==> config.mk <==
export PLATFORM = sky130hd
export DESIGN_NAME = l1_mem_arbiter
export DESIGN_NICKNAME = d
export VERILOG_FILES = /design/src/rtl/l1_mem_arbiter.sv
export SDC_FILE = /design/constraint.sdc
export NUM_CORES = 1
export LEC_CHECK = 0
export ABC_AREA = 0
export CAP_MARGIN = 0
export CELL_PAD_IN_SITES_DETAIL_PLACEMENT = 1
export CELL_PAD_IN_SITES_GLOBAL_PLACEMENT = 2
export CORE_ASPECT_RATIO = 0.9
export CORE_UTILIZATION = 20
export CTS_BUF_LIST = sky130_fd_sc_hd__clkbuf_2 sky130_fd_sc_hd__clkbuf_4 sky130_fd_sc_hd__clkbuf_8
export CTS_CLUSTER_SIZE = 20
export DETAILED_ROUTE_END_ITERATION = 7
export GPL_TIMING_DRIVEN = 0
export PLACE_DENSITY = 0.82
export SLEW_MARGIN = 20
export SYNTH_ARGS = -nofsm -noshare
export SYNTH_HDL_FRONTEND = slang
export SYNTH_SLANG_ARGS = --single-unit
==> constraint.sdc <==
create_clock -name clk -period 1.29 [get_ports clk]
set_input_delay 0.3225 -clock clk [delete_from_list [all_inputs] [get_ports clk]]
set_output_delay 0.3225 -clock clk [all_outputs]
set_load 0.1 [all_outputs]
==> src/rtl/l1_mem_arbiter.sv <==
// l1_mem_arbiter
// Shares one lower-memory port between the L1 instruction cache (read-only)
// and the L1 data cache (read/write). One downstream transaction at a time,
// round-robin on ties, grant held until the owner drops its request.
// Optional build macro: MEM_ARB_TIMEOUT_EN adds a BUSY watchdog
// (TIMEOUT_CYCLES) and a sticky timeout_err output.
module l1_mem_arbiter #(
   parameter int ADDR_WIDTH = 32,
   parameter int DATA_WIDTH = 32
`ifdef MEM_ARB_TIMEOUT_EN
   ,
   parameter int TIMEOUT_CYCLES = 1024
`endif
) (
   input  logic                  clk,
   input  logic                  rst,
   input  logic                  i_mem_request,
   input  logic [ADDR_WIDTH-1:0] i_mem_address,
   output logic [DATA_WIDTH-1:0] i_mem_response_data,
   output logic                  i_mem_ready,
   input  logic                  d_mem_request,
   input  logic                  d_mem_write_enable,
   input  logic [ADDR_WIDTH-1:0] d_mem_address,
   input  logic [DATA_WIDTH-1:0] d_mem_write_data,
   output logic [DATA_WIDTH-1:0] d_mem_response_data,
   output logic                  d_mem_ready,
   output logic                  mem_request,
   output logic                  mem_write_enable,
   output logic [ADDR_WIDTH-1:0] mem_address,
   output logic [DATA_WIDTH-1:0] mem_write_data,
   input  logic [DATA_WIDTH-1:0] mem_response_data,
   input  logic                  mem_ready,
   output logic [1:0]            grant_owner
`ifdef MEM_ARB_TIMEOUT_EN
   ,
   output logic                  timeout_err
`endif
);

   localparam logic [1:0] ST_IDLE = 2'd0;
   localparam logic [1:0] ST_BUSY = 2'd1;
   localparam logic [1:0] ST_DONE = 2'd2;

   localparam logic [1:0] OWN_NONE = 2'd0;
   localparam logic [1:0] OWN_I    = 2'd1;
   localparam logic [1:0] OWN_D    = 2'd2;

`ifdef MEM_ARB_TIMEOUT_EN
   // Counter only has to reach TIMEOUT_CYCLES-1 before the watchdog fires.
   localparam int CNT_W = (TIMEOUT_CYCLES > 1) ? $clog2(TIMEOUT_CYCLES) : 1;
   localparam logic [CNT_W-1:0] CNT_LAST = CNT_W'(TIMEOUT_CYCLES - 1);
   logic [CNT_W-1:0] timeout_count_reg;
`endif

   logic [1:0] state_reg;
   logic       last_grant_d_reg;   // 1 = D-side was granted most recently
   logic       grant_d;
   logic       grant_i;
   logic       owner_request;

   // Tie goes to the side that was not granted last; a lone request always wins.
   always_comb begin
      grant_d       = d_mem_request && (!i_mem_request || !last_grant_d_reg);
      grant_i       = i_mem_request && !grant_d;
      owner_request = (grant_owner == OWN_D) ? d_mem_request : i_mem_request;
   end

   // Arbitration FSM; every output is a register updated here.
   always_ff @(posedge clk) begin
      if (rst) begin
         state_reg           <= ST_IDLE;
         last_grant_d_reg    <= 1'b0;
         grant_owner         <= OWN_NONE;
         mem_request         <= 1'b0;
         mem_write_enable    <= 1'b0;
         mem_address         <= '0;
         mem_write_data      <= '0;
         i_mem_response_data <= '0;
         i_mem_ready         <= 1'b0;
         d_mem_response_data <= '0;
         d_mem_ready         <= 1'b0;
`ifdef MEM_ARB_TIMEOUT_EN
         timeout_count_reg   <= '0;
         timeout_err         <= 1'b0;
`endif
      end else begin
         case (state_reg)
            ST_IDLE: begin
               if (grant_d) begin
                  mem_request      <= 1'b1;
                  mem_write_enable <= d_mem_write_enable;
                  mem_address      <= d_mem_address;
                  mem_write_data   <= d_mem_write_data;
                  grant_owner      <= OWN_D;
                  last_grant_d_reg <= 1'b1;
                  state_reg        <= ST_BUSY;
`ifdef MEM_ARB_TIMEOUT_EN
                  timeout_count_reg <= '0;
`endif
               end else if (grant_i) begin
                  mem_request      <= 1'b1;
                  mem_write_enable <= 1'b0;
                  mem_address      <= i_mem_address;
                  mem_write_data   <= '0;
                  grant_owner      <= OWN_I;
                  last_grant_d_reg <= 1'b0;
                  state_reg        <= ST_BUSY;
`ifdef MEM_ARB_TIMEOUT_EN
                  timeout_count_reg <= '0;
`endif
               end
            end
            ST_BUSY: begin
               // Downstream fields stay latched; owner-side input changes are ignored.
               if (mem_ready) begin
                  mem_request      <= 1'b0;
                  mem_write_enable <= 1'b0;
                  if (grant_owner == OWN_D) begin
                     d_mem_response_data <= mem_response_data;
                     d_mem_ready         <= 1'b1;
                  end else begin
                     i_mem_response_data <= mem_response_data;
                     i_mem_ready         <= 1'b1;
                  end
                  state_reg <= ST_DONE;
               end
`ifdef MEM_ARB_TIMEOUT_EN
               else if (timeout_count_reg == CNT_LAST) begin
                  mem_request      <= 1'b0;
                  mem_write_enable <= 1'b0;
                  timeout_err      <= 1'b1;
                  if (grant_owner == OWN_D) begin
                     d_mem_response_data <= '0;
                     d_mem_ready         <= 1'b1;
                  end else begin
                     i_mem_response_data <= '0;
                     i_mem_ready         <= 1'b1;
                  end
                  state_reg <= ST_DONE;
               end else begin
                  timeout_count_reg <= timeout_count_reg + 1'b1;
               end
`endif
            end
            ST_DONE: begin
               // Hold the grant until the owner lets go, so a stale request is not re-served.
               i_mem_ready <= 1'b0;
               d_mem_ready <= 1'b0;
               if (!owner_request) begin
                  grant_owner <= OWN_NONE;
                  state_reg   <= ST_IDLE;
               end
            end
            default: begin
               state_reg   <= ST_IDLE;
               grant_owner <= OWN_NONE;
               mem_request <= 1'b0;
            end
         endcase
      end
   end

endmodule
==> results.yml, run 1 <==
placed_design:
  hpwlAfterDp_um: 14900
  port_buffers: 264
  dp_cells: 1226
  place.gp.congestion: 0.712
setup_path:
  rrSetupSlack_ns: -0.17
  required_ns: 1.63
  critPathMaxFanout: 4
  arrival_ns: 1.80
  critPathSlowestCell: "dfxtp_4"
  critPathCaptureType: "flop"
  crit_chain: "buf_8, nor2_4, o21a_1, buf_4, buf_6, nor2_1, a2111oi_2"
  max_stage_delay_ns: 0.37
  setup.worst_path.start_class: "flop"
  crit_type: "reg -> reg"
global_routing:
  grt_pass1_wl_um: 34100
  antenna_found_initial: 0
  grt.total_usage: 0.170
  grt-ovfl-total: 0
  grt_max_degree: 17
  grt_pass1_vias: 6094
logic_synthesis:
  synth-main-ff-cell: "dfxtp_1"
  yosysUniqueCellTypes: 29
  synth_seq_area_share: 0.533
  synth-xor-area-share: 0
  synth_mux_area_frac: 0
  synth_edf_count: 0
  synth_top_family_by_area: "simple AND/OR/NAND/NOR gates"
  synth_adder_area_share: 0
  yosys.area_share.simple: 0.218
  synth_compound_area_frac: 0.192
  synth-warning-count: 0
  syn_nets: 754
  ys_seq_elements: 137
  async_flop_share: 0
  synthesis.area_um2: 5140
  synth_area_per_cell_um2: 8.30
  synth_cells: 620
run:
  cap_violations: 0
clock_tree:
  h-tree-depth: 4
  cts_made_buffers: 17
  numClockSinks: 137
  clock_latency_ns: 0.46
  cts_buffer_depth: 2
  cts_tree: "done"
  cts_root_buffer: "clkbuf_8"
  cts.clk_slew.worst_paths_ns: 0.09
layout:
  n_fill_cell: 2643
  final_core_util: 0.493
  num_antenna_cells: 0
  area_growth_pct: 142
  final_nets: 1117
  drive_gt1_frac: 0.617
  stdcell_count: 1338
floorplan:
  die_h_um: 154
  dieArea_um2: 26400
  fp.dieW_um: 171
  start_util: 0.204
  pin_count: 268
  rows: 55
  core_um2: 25200
timing:
  slew_violations: 0
  worst_pin_slew_ns: 0.863
  timing.final.ws_setup_ns: -0.169
  setup_viol: 263
  rsz0062_at_grt: "yes"
  hold_viol_final: 0
  fin_crit_sh: 1.13
  slew_headroom: 0.425
  fmax_mhz: 685
  final.setup_skew_ns: 0.0220
  finalCriticalPeriod_ns: 1.46
drt:
  via_per_inst: 4.44
  drc: 0
  first_iter_violations: 191
  wire_per_inst_um: 19.8
  wl_um: 26500
  dr.pass1.iters: 4
  vias: 5935
  ant_nets: 0
pwr:
  peakVddDrop_mv: 0.582
  power_density_nw_per_um2: 1150
  leakage_uw: 0.00479
outcome:
  status: "complete, but fails checks"
  failed_checks: "negative setup slack"
min_path:
  holdCritPathClass: "in -> reg"
logic make-up (layout without fill, tap and decap cells):
kind of cell,after synthesis,in the layout
flip-flops,137,137
buffers and inverters,56,431
AND/OR/NAND/NOR,281,282
AO/OA/AOI/OAI,146,146
through the flow:
step	power [µW]	setup WS [ns]	hold slack, ns	TNS [ns]	instance area [µm²]
6_report	14200	-0.169	0.247	-16.96	12400
5_1_grt	14800	-0.227	0.237	-32.46	12400
4_1_cts	13900	-0.150	0.212	-22.03	10700
3_5_place_dp	8840	-0.750	0.446	-129.13	8400
3_3_place_gp	8820	-0.716	0.438	-126.98	8400
2_1_floorplan	7570	-0.113	0.455	-7.68	5330
layout make-up:
class | instances | area (µm²) | area share
timing repair buffer | 345 | 4880 | 0.392
multi-input combinational | 428 | 3070 | 0.247
sequential | 137 | 3070 | 0.247
buffer | 51 | 539 | 0.0434
tap | 342 | 428 | 0.0344
clock buffer | 18 | 248 | 0.0199
clock inverter | 14 | 189 | 0.0152
inverter | 3 | 11.3 | 0.000906
layout by cell type, fill, tap and decap left out, types with 3 or more instances in the layout:
cell	count
a22oi_1	24
nand2_1	98
nand2_2	31
clkbuf_1	12
a22oi_2	10
a21oi_2	63
buf_6	11
clkbuf_16	10
a21oi_1	7
inv_1	3
buf_8	17
clkbuf_8	18
nor2_4	4
buf_12	144
clkdlybuf4s50_1	130
dfxtp_2	76
nand2b_4	5
dfxtp_4	61
nand2_4	65
bufinv_16	3
clkbuf_2	5
nor2_1	65
buf_4	61
buf_2	4
a311oi_1	29
clkinv_4	5
per-layer routing:
layer	vias up	part of all wire	global-route usage	wire length, µm
li1	2827	-	-	-
met1	2893	0.37	0.189	9920
met4	0	0.014	0.0400	374
met2	190	0.53	0.294	14100
met5	-	0	0	0
met3	25	0.079	0.0767	2100
power breakdown:
part | switching, µW | internal, µW | leakage, µW | total, µW
logic | 3160 | 2210 | 0.00338 | 5360
registers | 328 | 4480 | 0.00120 | 4810
clock network | 2040 | 2020 | 0.000214 | 4060
final timing paths:
check / start / to / cells past startpoint
worst min register to register: i_mem_response_data[24] / i_mem_response_data[24] / 2
worst max register to register: state_reg[0] / mem_address[31] / 7
worst max-delay path: state_reg[0] / mem_address[31] / 7
worst min-delay path: i_mem_request / state_reg[1] / 4
worst max-delay path: cells and delay by family (launching register included):
family	cells	cell delay [ns]
simple gates	2	0.14
buf+inv	3	0.35
compound gates	2	0.49
flops	1	0.37
timing repair:
| action | 4_1_cts | 5_1_grt |
|---|---|---|
| pin swaps | 38 | 112 |
| hold endpoints to repair | 0 | 0 |
| buffers inserted | 19 | 47 |
| hold buffers | 0 | 0 |
| cloned | 3 | 13 |
| setup endpoints to repair | 266 | 270 |
| resized for setup | 1368 | 321 |
synthesized netlist by cell type, types with 3 or more instances:
library cell / n / area (µm²)
a21oi_1: 70 / 350
a22oi_1: 33 / 248
a311oi_1: 31 / 272
buf_2: 26 / 130
buf_4: 6 / 45.0
buf_6: 4 / 45.0
clkbuf_1: 17 / 63.8
dfxtp_1: 137 / 2740
inv_1: 3 / 11.3
nand2_1: 194 / 728
nand2b_1: 6 / 37.5
nor2_1: 70 / 263
nor2b_1: 3 / 18.8
nor3_1: 3 / 15.0
Note: power is estimated with default switching activity, not from simulation.
==> run 2: changes to the inputs <==
- PLACE_DENSITY: 0.82 -> 0.85
==> run 2 against run 1 <==
Effect of this change: the flow still finishes with violations (negative setup slack); setup slack worse by 0.032 ns; clock skew hardly changed; sequential share of layout area is 0.80 points higher; combinational power hardly changed; register-to-register slack hardly changed; maximum frequency is 2.1% lower; critical endpoint is now d_mem_response_data[12]; largest cell class unchanged.
==> results.yml, run 2 (synthesized netlist as in run 1, its figures left out) <==
min_path:
  holdCritPathClass: "in -> reg"
  min_to: "state_reg[1]"
  min_path_cells: 4
  min-delay-start: "i_mem_request"
drt:
  first_iter_violations: 172
  wl_um: 24600
  via_per_inst: 4.42
  wire_per_inst_um: 18.6
  ant_nets: 0
  vias: 5846
  drc: 0
  dr.pass1.iters: 4
clock_tree:
  numClockSinks: 137
  cts_buffer_depth: 2
  cts_made_buffers: 17
  cts.clk_slew.worst_paths_ns: 0.09
  clock_latency_ns: 0.46
  cts_root_buffer: "clkbuf_8"
  cts_tree: "done"
  ctsHoldBuffers: 0
  h-tree-depth: 4
pwr:
  power_uw: 13800
  pwr-share-clk: 0.262
  combPwrFrac: 0.387
  p_seq_frac: 0.351
  internal-power_uw: 8350
  p_switching_uw: 5430
  peakVddDrop_mv: 0.558
  leakage_uw: 0.00458
  power_density_nw_per_um2: 1170
  p_sw_frac: 0.394
layout:
  final_common_cell: "nand2_1"
  final_nets: 1102
  drive_gt1_frac: 0.541
  final_cell_mix: "150 x nand2_1, 145 x buf_12, 130 x clkdlybuf4s50_1, 102 x dfxtp_2, 62 x nor2_1"
  stdcell_count: 1323
  num_antenna_cells: 0
  area_growth_pct: 129
setup_path:
  crit_family: "buffers and inverters"
  setup.worst_path.start_class: "input port"
  arrival_ns: 1.81
  critPathCaptureType: "flop"
  rrSetupSlack_ns: -0.17
  critPathMaxFanout: 8
  critPathSlowestCell: "clkdlybuf4s50_1"
  required_ns: 1.61
  crit_type: "in -> reg"
  reg2reg_to: "d_mem_response_data[12]"
  reg2reg_depth: 6
  max_stage_delay_ns: 0.58
  crit_chain: "clkdlybuf4s50_1, nand3b_4, or2_1, buf_6, clkbuf_16, nand2_2, a21oi_1"
  r2r_start: "state_reg[1]"
  worst-path-buf-inv: 3
placed_design:
  dp_slack_ns: -0.735
  hpwlAfterDp_um: 15000
  place.gp.congestion: 0.718
  port_buffers: 264
  dp_cells: 1226
timing:
  rsz0062_at_grt: "yes"
  timing.final.ws_setup_ns: -0.201
  slew_headroom: 0.432
  hold_viol_final: 0
  worst_pin_slew_ns: 0.852
  fmax_mhz: 671
  slew_violations: 0
  finalCriticalPeriod_ns: 1.49
  setup_viol: 257
  whs_ns: 0.249
  final.setup_skew_ns: 0.0216
  fin_crit_sh: 1.16
run:
  cap_violations: 0
floorplan:
  rows: 55
  fp.dieW_um: 171
  pin_count: 268
  start_util: 0.204
  core_um2: 25200
  dieArea_um2: 26400
  die_h_um: 154
global_routing:
  grt_pass1_wl_um: 34900
  grt.total_usage: 0.175
  antenna_found_initial: 1
  grt_pass1_vias: 6279
  grt-ovfl-total: 0
  grt_max_degree: 17
outcome:
  status: "complete, but fails checks"
  failed_checks: "negative setup slack"
[run 2: cell count changes in the layout (fill, tap and decap cells not counted), sizes merged]
cell,previous run,this run
buf,239,232
clkinv,5,4
bufinv,3,1
clkbuf,45,38
inv,7,10
nand2b,7,6
[run 2: worst max-delay path by stage]
stage | cells past startpoint | to | slack [ns] | start
after floorplan | 6 | d_mem_response_data[11] | -0.11 | grant_owner[0]
after global placement | 6 | d_mem_response_data[7] | -0.74 | mem_ready
after detailed placement | 6 | d_mem_response_data[2] | -0.73 | mem_ready
after CTS | 8 | mem_address[27] | -0.15 | state_reg[0]
after global routing | 6 | d_mem_response_data[12] | -0.21 | state_reg[1]
final | 7 | d_mem_response_data[12] | -0.20 | mem_ready
[run 2: area by class of cell]
class	instances	area [µm²]
fillers	2703	13400
repair buffers	333	4730
flip-flops and latches	137	3000
multi-input cells	427	2750
plain buffers	49	484
well taps	342	428
clock buffers	18	248
clock inverters	14	136
inverters	3	11.3
[run 2: what timing repair did]
action | CTS | global route
buffers inserted | 31 | 29
pin swaps | 32 | 72
gates cloned | 5 | 5
gates resized for setup | 1350 | 209
endpoints found under the setup margin | 266 | 268
[run 2: tightest hold or removal path, cell delays in order]
cell	delay [ns]
buf_8	0.12
inv_1	0.05
a211o_1	0.11
a21oi_1	0.06
[run 2: per-layer routing]
metal,GRT usage,vias up,share of wire
met2,0.308,192,0.52
met5,0,-,0.00053
met1,0.192,2841,0.39
met3,0.0654,21,0.072
li1,-,2790,-
met4,0.0557,2,0.015
[run 2: power by group through the flow]
stage	sequential, µW	clock, µW	combinational [µW]
floorplan	6710	0	857
global placement	4770	0	4040
detailed placement	4790	0	4060
CTS	4860	3770	4980
global route	4870	3900	5560
finish	4840	3610	5340
[run 2: stage by stage]
step | instance area (µm²) | utilization | setup TNS [ns]
3_3_place_gp | 8400 | 0.333 | -125.27
2_1_floorplan | 5330 | - | -7.68
3_5_place_dp | 8400 | 0.333 | -127.79
4_1_cts | 10800 | 0.427 | -20.30
5_1_grt | 11800 | 0.468 | -25.82
6_report | 11800 | 0.468 | -13.46
==> run 3: changes to the inputs <==
- CORE_MARGIN: not set -> 1.5
==> run 3 against run 2 <==
Effect of this change: largest power group unchanged; sequential cell count is the same; global-route usage shrank 0.12 points; register-to-register slack lost 0.02 ns; critical path depth is the same; hold slack gained 0.016 ns; via count shrank 0.17%; setup slack lost 0.028 ns; maximum frequency shrank 1.8%; the flow still finishes with violations (negative setup slack); utilization shrank 1.4 points; final cell count grew 0.23%; sequential share of layout area grew 0.57 points.
==> results.yml, run 3 (synthesized netlist as in run 1, its figures left out) <==
drt:
  wl_um: 24600
  wire_per_inst_um: 18.6
  via_per_inst: 4.40
  drc: 0
  topRoutingLayerUsed: "met5"
  wl_met3_um: 1830
  wl_met1_um: 9420
  vias: 5836
  first_iter_violations: 229
  dr.pass1.iters: 4
  route.met2.wl_um: 13100
  ant_nets: 0
layout:
  drive_gt1_frac: 0.483
  final_common_cell: "nand2_1"
  area_growth_pct: 122
  final_cell_mix: "181 x nand2_1, 140 x buf_12, 130 x clkdlybuf4s50_1, 112 x dfxtp_2, 67 x nor2_1"
  final_core_util: 0.454
  final_nets: 1105
setup_path:
  reg2reg_depth: 7
  critPathMaxFanout: 5
  critPathCaptureType: "flop"
  crit_family: "buffers and inverters"
  required_ns: 1.59
  path_depth: 7
  r2r_start: "state_reg[0]"
  crit_chain: "clkdlybuf4s50_1, nand3b_4, buf_6, nand2b_4, clkbuf_16, nand2_1, a21oi_1"
  reg2reg_to: "i_mem_response_data[19]"
  critPathSlowestCell: "clkdlybuf4s50_1"
  crit_start: "mem_ready"
  max_stage_delay_ns: 0.59
  arrival_ns: 1.82
  worst-path-buf-inv: 3
  crit_type: "in -> reg"
  setup.worst_path.start_class: "input port"
  rrSetupSlack_ns: -0.19
floorplan:
  die_h_um: 155
  fp.dieW_um: 172
  dieArea_um2: 26700
  start_util: 0.204
  pin_count: 268
  core_um2: 25200
  rows: 55
timing:
  final.setup_skew_ns: 0.0174
  fin_crit_sh: 1.18
  finalCriticalPeriod_ns: 1.52
  rsz0062_at_grt: "yes"
  setup_viol: 263
  slew_violations: 0
  whs_ns: 0.266
  worst_pin_slew_ns: 0.772
  timing.final.ws_setup_ns: -0.228
  slew_headroom: 0.485
  hold_viol_final: 0
  fmax_mhz: 659
global_routing:
  grt_max_degree: 17
  grt.total_usage: 0.174
  grt-ovfl-total: 0
  grt_pass1_vias: 6184
  grt_pass1_wl_um: 35000
  antenna_found_initial: 2
run:
  cap_violations: 0
min_path:
  min-delay-start: "d_mem_request"
  holdCritPathClass: "in -> reg"
  min_path_cells: 4
  min_to: "grant_owner[1]"
placed_design:
  hpwlAfterDp_um: 15100
  port_buffers: 264
  place.gp.congestion: 0.732
  dp_slack_ns: -0.771
outcome:
  status: "complete, but fails checks"
  failed_checks: "negative setup slack"
clock_tree:
  cts.clk_slew.worst_paths_ns: 0.09
  numClockSinks: 137
  cts_made_buffers: 17
  clock_latency_ns: 0.45
  cts_root_buffer: "clkbuf_8"
  h-tree-depth: 4
  cts_buffer_depth: 2
  ctsHoldBuffers: 0
  cts_tree: "done"
pwr:
  peakVddDrop_mv: 0.563
  power_density_nw_per_um2: 1200
  leakage_uw: 0.00441
-- run 3: changes by cell type in the layout (fill, tap and decap cells not counted), moves of 6 or more --
cell,before,now
nand2_2,7,13
nand2_4,37,0
nand2_1,150,181
a21oi_1,28,50
dfxtp_4,35,25
dfxtp_2,102,112
a21oi_2,42,20
-- run 3: worst max-delay path by stage --
stage,end,slack (ns)
2_1_floorplan,d_mem_response_data[11],-0.11
3_3_place_gp,d_mem_response_data[7],-0.74
6_report,i_mem_response_data[19],-0.23
5_1_grt,mem_write_data[23],-0.23
3_5_place_dp,d_mem_response_data[30],-0.77
4_1_cts,mem_address[24],-0.15
-- run 3: per-stage QoR --
stage	cell area, µm²	instances	power (µW)	setup TNS, ns
final	11400	1326	13700	-18.04
after global routing	11400	1325	14300	-32.66
after CTS	10700	1288	13600	-17.61
after detailed placement	8400	1226	8840	-129.16
after global placement	8400	1226	8810	-125.85
after floorplan	5330	620	7570	-7.68
-- run 3: layout make-up --
class,count,area [µm²]
clock buffer,20,269
sequential,137,2980
fill,2770,13800
buffer,51,494
antenna,1,2.50
timing repair buffer,333,4730
tap,342,428
inverter,3,11.3
clock inverter,11,123
multi-input combinational,428,2390
-- run 3: worst register-to-register path, stage by stage (launching register included) --
cell       delay [ns]
dfxtp_2          0.35
buf_4            0.12
nand3b_4         0.13
buf_6            0.16
nand2b_4         0.20
clkbuf_16        0.20
nand2_1          0.10
a21oi_1          0.08
-- run 3: where the power goes --
part | leakage [µW] | switching (µW) | total, µW | internal, µW
registers | 0.00118 | 314 | 4850 | 4540
logic | 0.00302 | 3050 | 5210 | 2160
clock network | 0.000202 | 1830 | 3670 | 1830
-- run 3: repair_timing --
action,4_1_cts,5_1_grt
cloned,3,9
setup buffers,28,30
gates resized for setup,1343,97
pin swaps,26,20
endpoints found under the setup margin,266,270
-- run 3: metal layers --
layer / track usage / vias up
li1: - / 2794
met4: 0.0443 / 2
met3: 0.0664 / 21
met5: 0 / -
met2: 0.321 / 190
met1: 0.183 / 2829
==> edit (config.mk and constraints of run 3) <==
Change the parameter `DATA_WIDTH` from 32 to 16.
--- a/src/rtl/l1_mem_arbiter.sv
+++ b/src/rtl/l1_mem_arbiter.sv
@@ -6,7 +6,7 @@
 // (TIMEOUT_CYCLES) and a sticky timeout_err output.
 module l1_mem_arbiter #(
    parameter int ADDR_WIDTH = 32,
-   parameter int DATA_WIDTH = 32
+   parameter int DATA_WIDTH = 16
 `ifdef MEM_ARB_TIMEOUT_EN
    ,
    parameter int TIMEOUT_CYCLES = 1024
Ports: changed (5 resized); port bits go from 268 to 188. No check against the original RTL was run, so the function may have changed too.
==> edit against run 3 <==
Power decreased by 30%. Core utilization is 3.8 points lower. Cell count is 32% lower. Clock power is 33% lower. Sequential power fell by 33%. Maximum frequency up 18%. Routed wire length down 36%. Synthesized area is 28% lower. Sequential cell count is 48 lower. Setup slack better by 0.23 ns. Final area shrank 33%. Synthesized cell count decreased by 32%. Via count shrank 29%. Clock skew decreased by 0.0031 ns. Critical path type unchanged. Largest cell class unchanged.
==> edit: results <==
{
  "status": "completed",
  "hold_path_end": "state_reg[0]",
  "worstPathArrival_ns": 1.56,
  "max_slew_margin": 0.728,
  "insertion_delay_ns": 0.38,
  "nNetsFinal": 751,
  "slowest_stage": "a311oi_1",
  "peakVddDrop_v": 0.000759,
  "yosysSeqAreaShare": 0.479,
  "grt.total_usage": 0.156,
  "synthesis.nets": 524,
  "yosys-top-cells-count": "89 x dfxtp_1, 68 x a21oi_1, 67 x nand2_1",
  "postSynthAreaPerCell_um2": 8.81,
  "r2r_start": "state_reg[1]",
  "leakage_nw": 2.88,
  "fin_cells": 899,
  "drtIter0Drc": 96,
  "fin_hold_ws_ns": 0.431,
  "cts_made_buffers": 9,
  "h-tree-depth": 3,
  "cp_max_fo": 8,
  "antenna_found_initial": 0,
  "dp_slack_ns": -0.793,
  "grt_pass1_vias": 4543,
  "fin_worst_skew_ns": 0.0143,
  "routed_wirelength_mm": 15.6,
  "port_buffers": 187,
  "fillers": 2021,
  "gp_congestion": 0.733,
  "grt_pass1_wl_mm": 23.9,
  "reg2reg_setup_slack_ns": 0.005,
  "dp.cells": 854,
  "vias": 4135,
  "drive_gt1_frac": 0.440,
  "hold_start": "mem_ready",
  "synth_area_leaders": "dfxtp_1 48%, a21oi_1 9.2%, a311oi_1 7.8%, nand2_1 6.8%, nand3_1 4.3%",
  "ys_types": 37,
  "worst_path_largest_cell_delay_ns": 0.30,
  "dp_hpwl_mm": 10.9
}
## edit: changes by cell type after synthesis, moves of 3 or more
cell	delta
a22o_1	+16
mux2i_1	+3
nand2_1	-127
o21ai_0	+32
buf_6	+5
dfxtp_1	-48
buf_2	-11
nor2_1	-67
nand3_1	+32
a22oi_1	-32
## edit: what timing repair did
| action | CTS | global route |
|---|---|---|
| setup endpoints to repair | 174 | 140 |
| buffers inserted | 14 | 13 |
| pin swaps | 6 | 5 |
| gates resized for setup | 810 | 78 |
| gates cloned | 2 | 2 |
## edit: worst max path at each step
stage	cells past startpoint	startpoint	to	slack, ns
3_3_place_gp	6	i_mem_request	mem_address[15]	-0.75
6_report	7	i_mem_request	mem_address[29]	0.005
2_1_floorplan	2	d_mem_response_data[12]	d_mem_response_data[12]	-0.06
5_1_grt	5	state_reg[1]	d_mem_response_data[9]	-0.07
3_5_place_dp	6	i_mem_request	mem_address[18]	-0.79
4_1_cts	1	grant_owner[0]	grant_owner[0]	-0.02
## edit: where the power goes
group	switching (mW)	internal [mW]
clock	1.16	1.31
sequential	0.239	3.00
combinational	2.27	1.56
total	3.68	5.87
## edit: cells by family after synthesis
family / share of synthesized area
muxes: 0.00808
and+or+nand+nor: 0.155
DFF: 0.479
AOI/OAI and AO/OA: 0.280
buffers and inverters: 0.0777
## edit: metrics by stage
stage	instance area (um2)	setup TNS (ns)	total power [mW]
5_1_grt	7600	-1.35	9.93
3_3_place_gp	6000	-96.40	6.27
3_5_place_dp	6000	-100.61	6.32
4_1_cts	7190	-0.0713	9.43
2_1_floorplan	3820	-0.846	5.34
6_report	7600	0	9.55
## edit: area by class of cell
type	count	area [um2]	area share
Buffer	43	402	0.0528
Clock buffer	9	124	0.0163
Clock inverter	7	126	0.0166
Inverter	3	11.3	0.00148
Multi-Input combinational cell	285	1740	0.229
Sequential cell	89	1920	0.252
Tap cell	245	307	0.0403
Timing Repair Buffer	218	2980	0.392
## edit: per-layer routing
metal / vias to the layer above / wire length, um / global-route usage
met4: 0 / 173 / 0.0253
met3: 14 / 1290 / 0.0696
met5: - / 0 / 0
li1: 1988 / - / -
met1: 1996 / 6190 / 0.169
met2: 137 / 8000 / 0.281
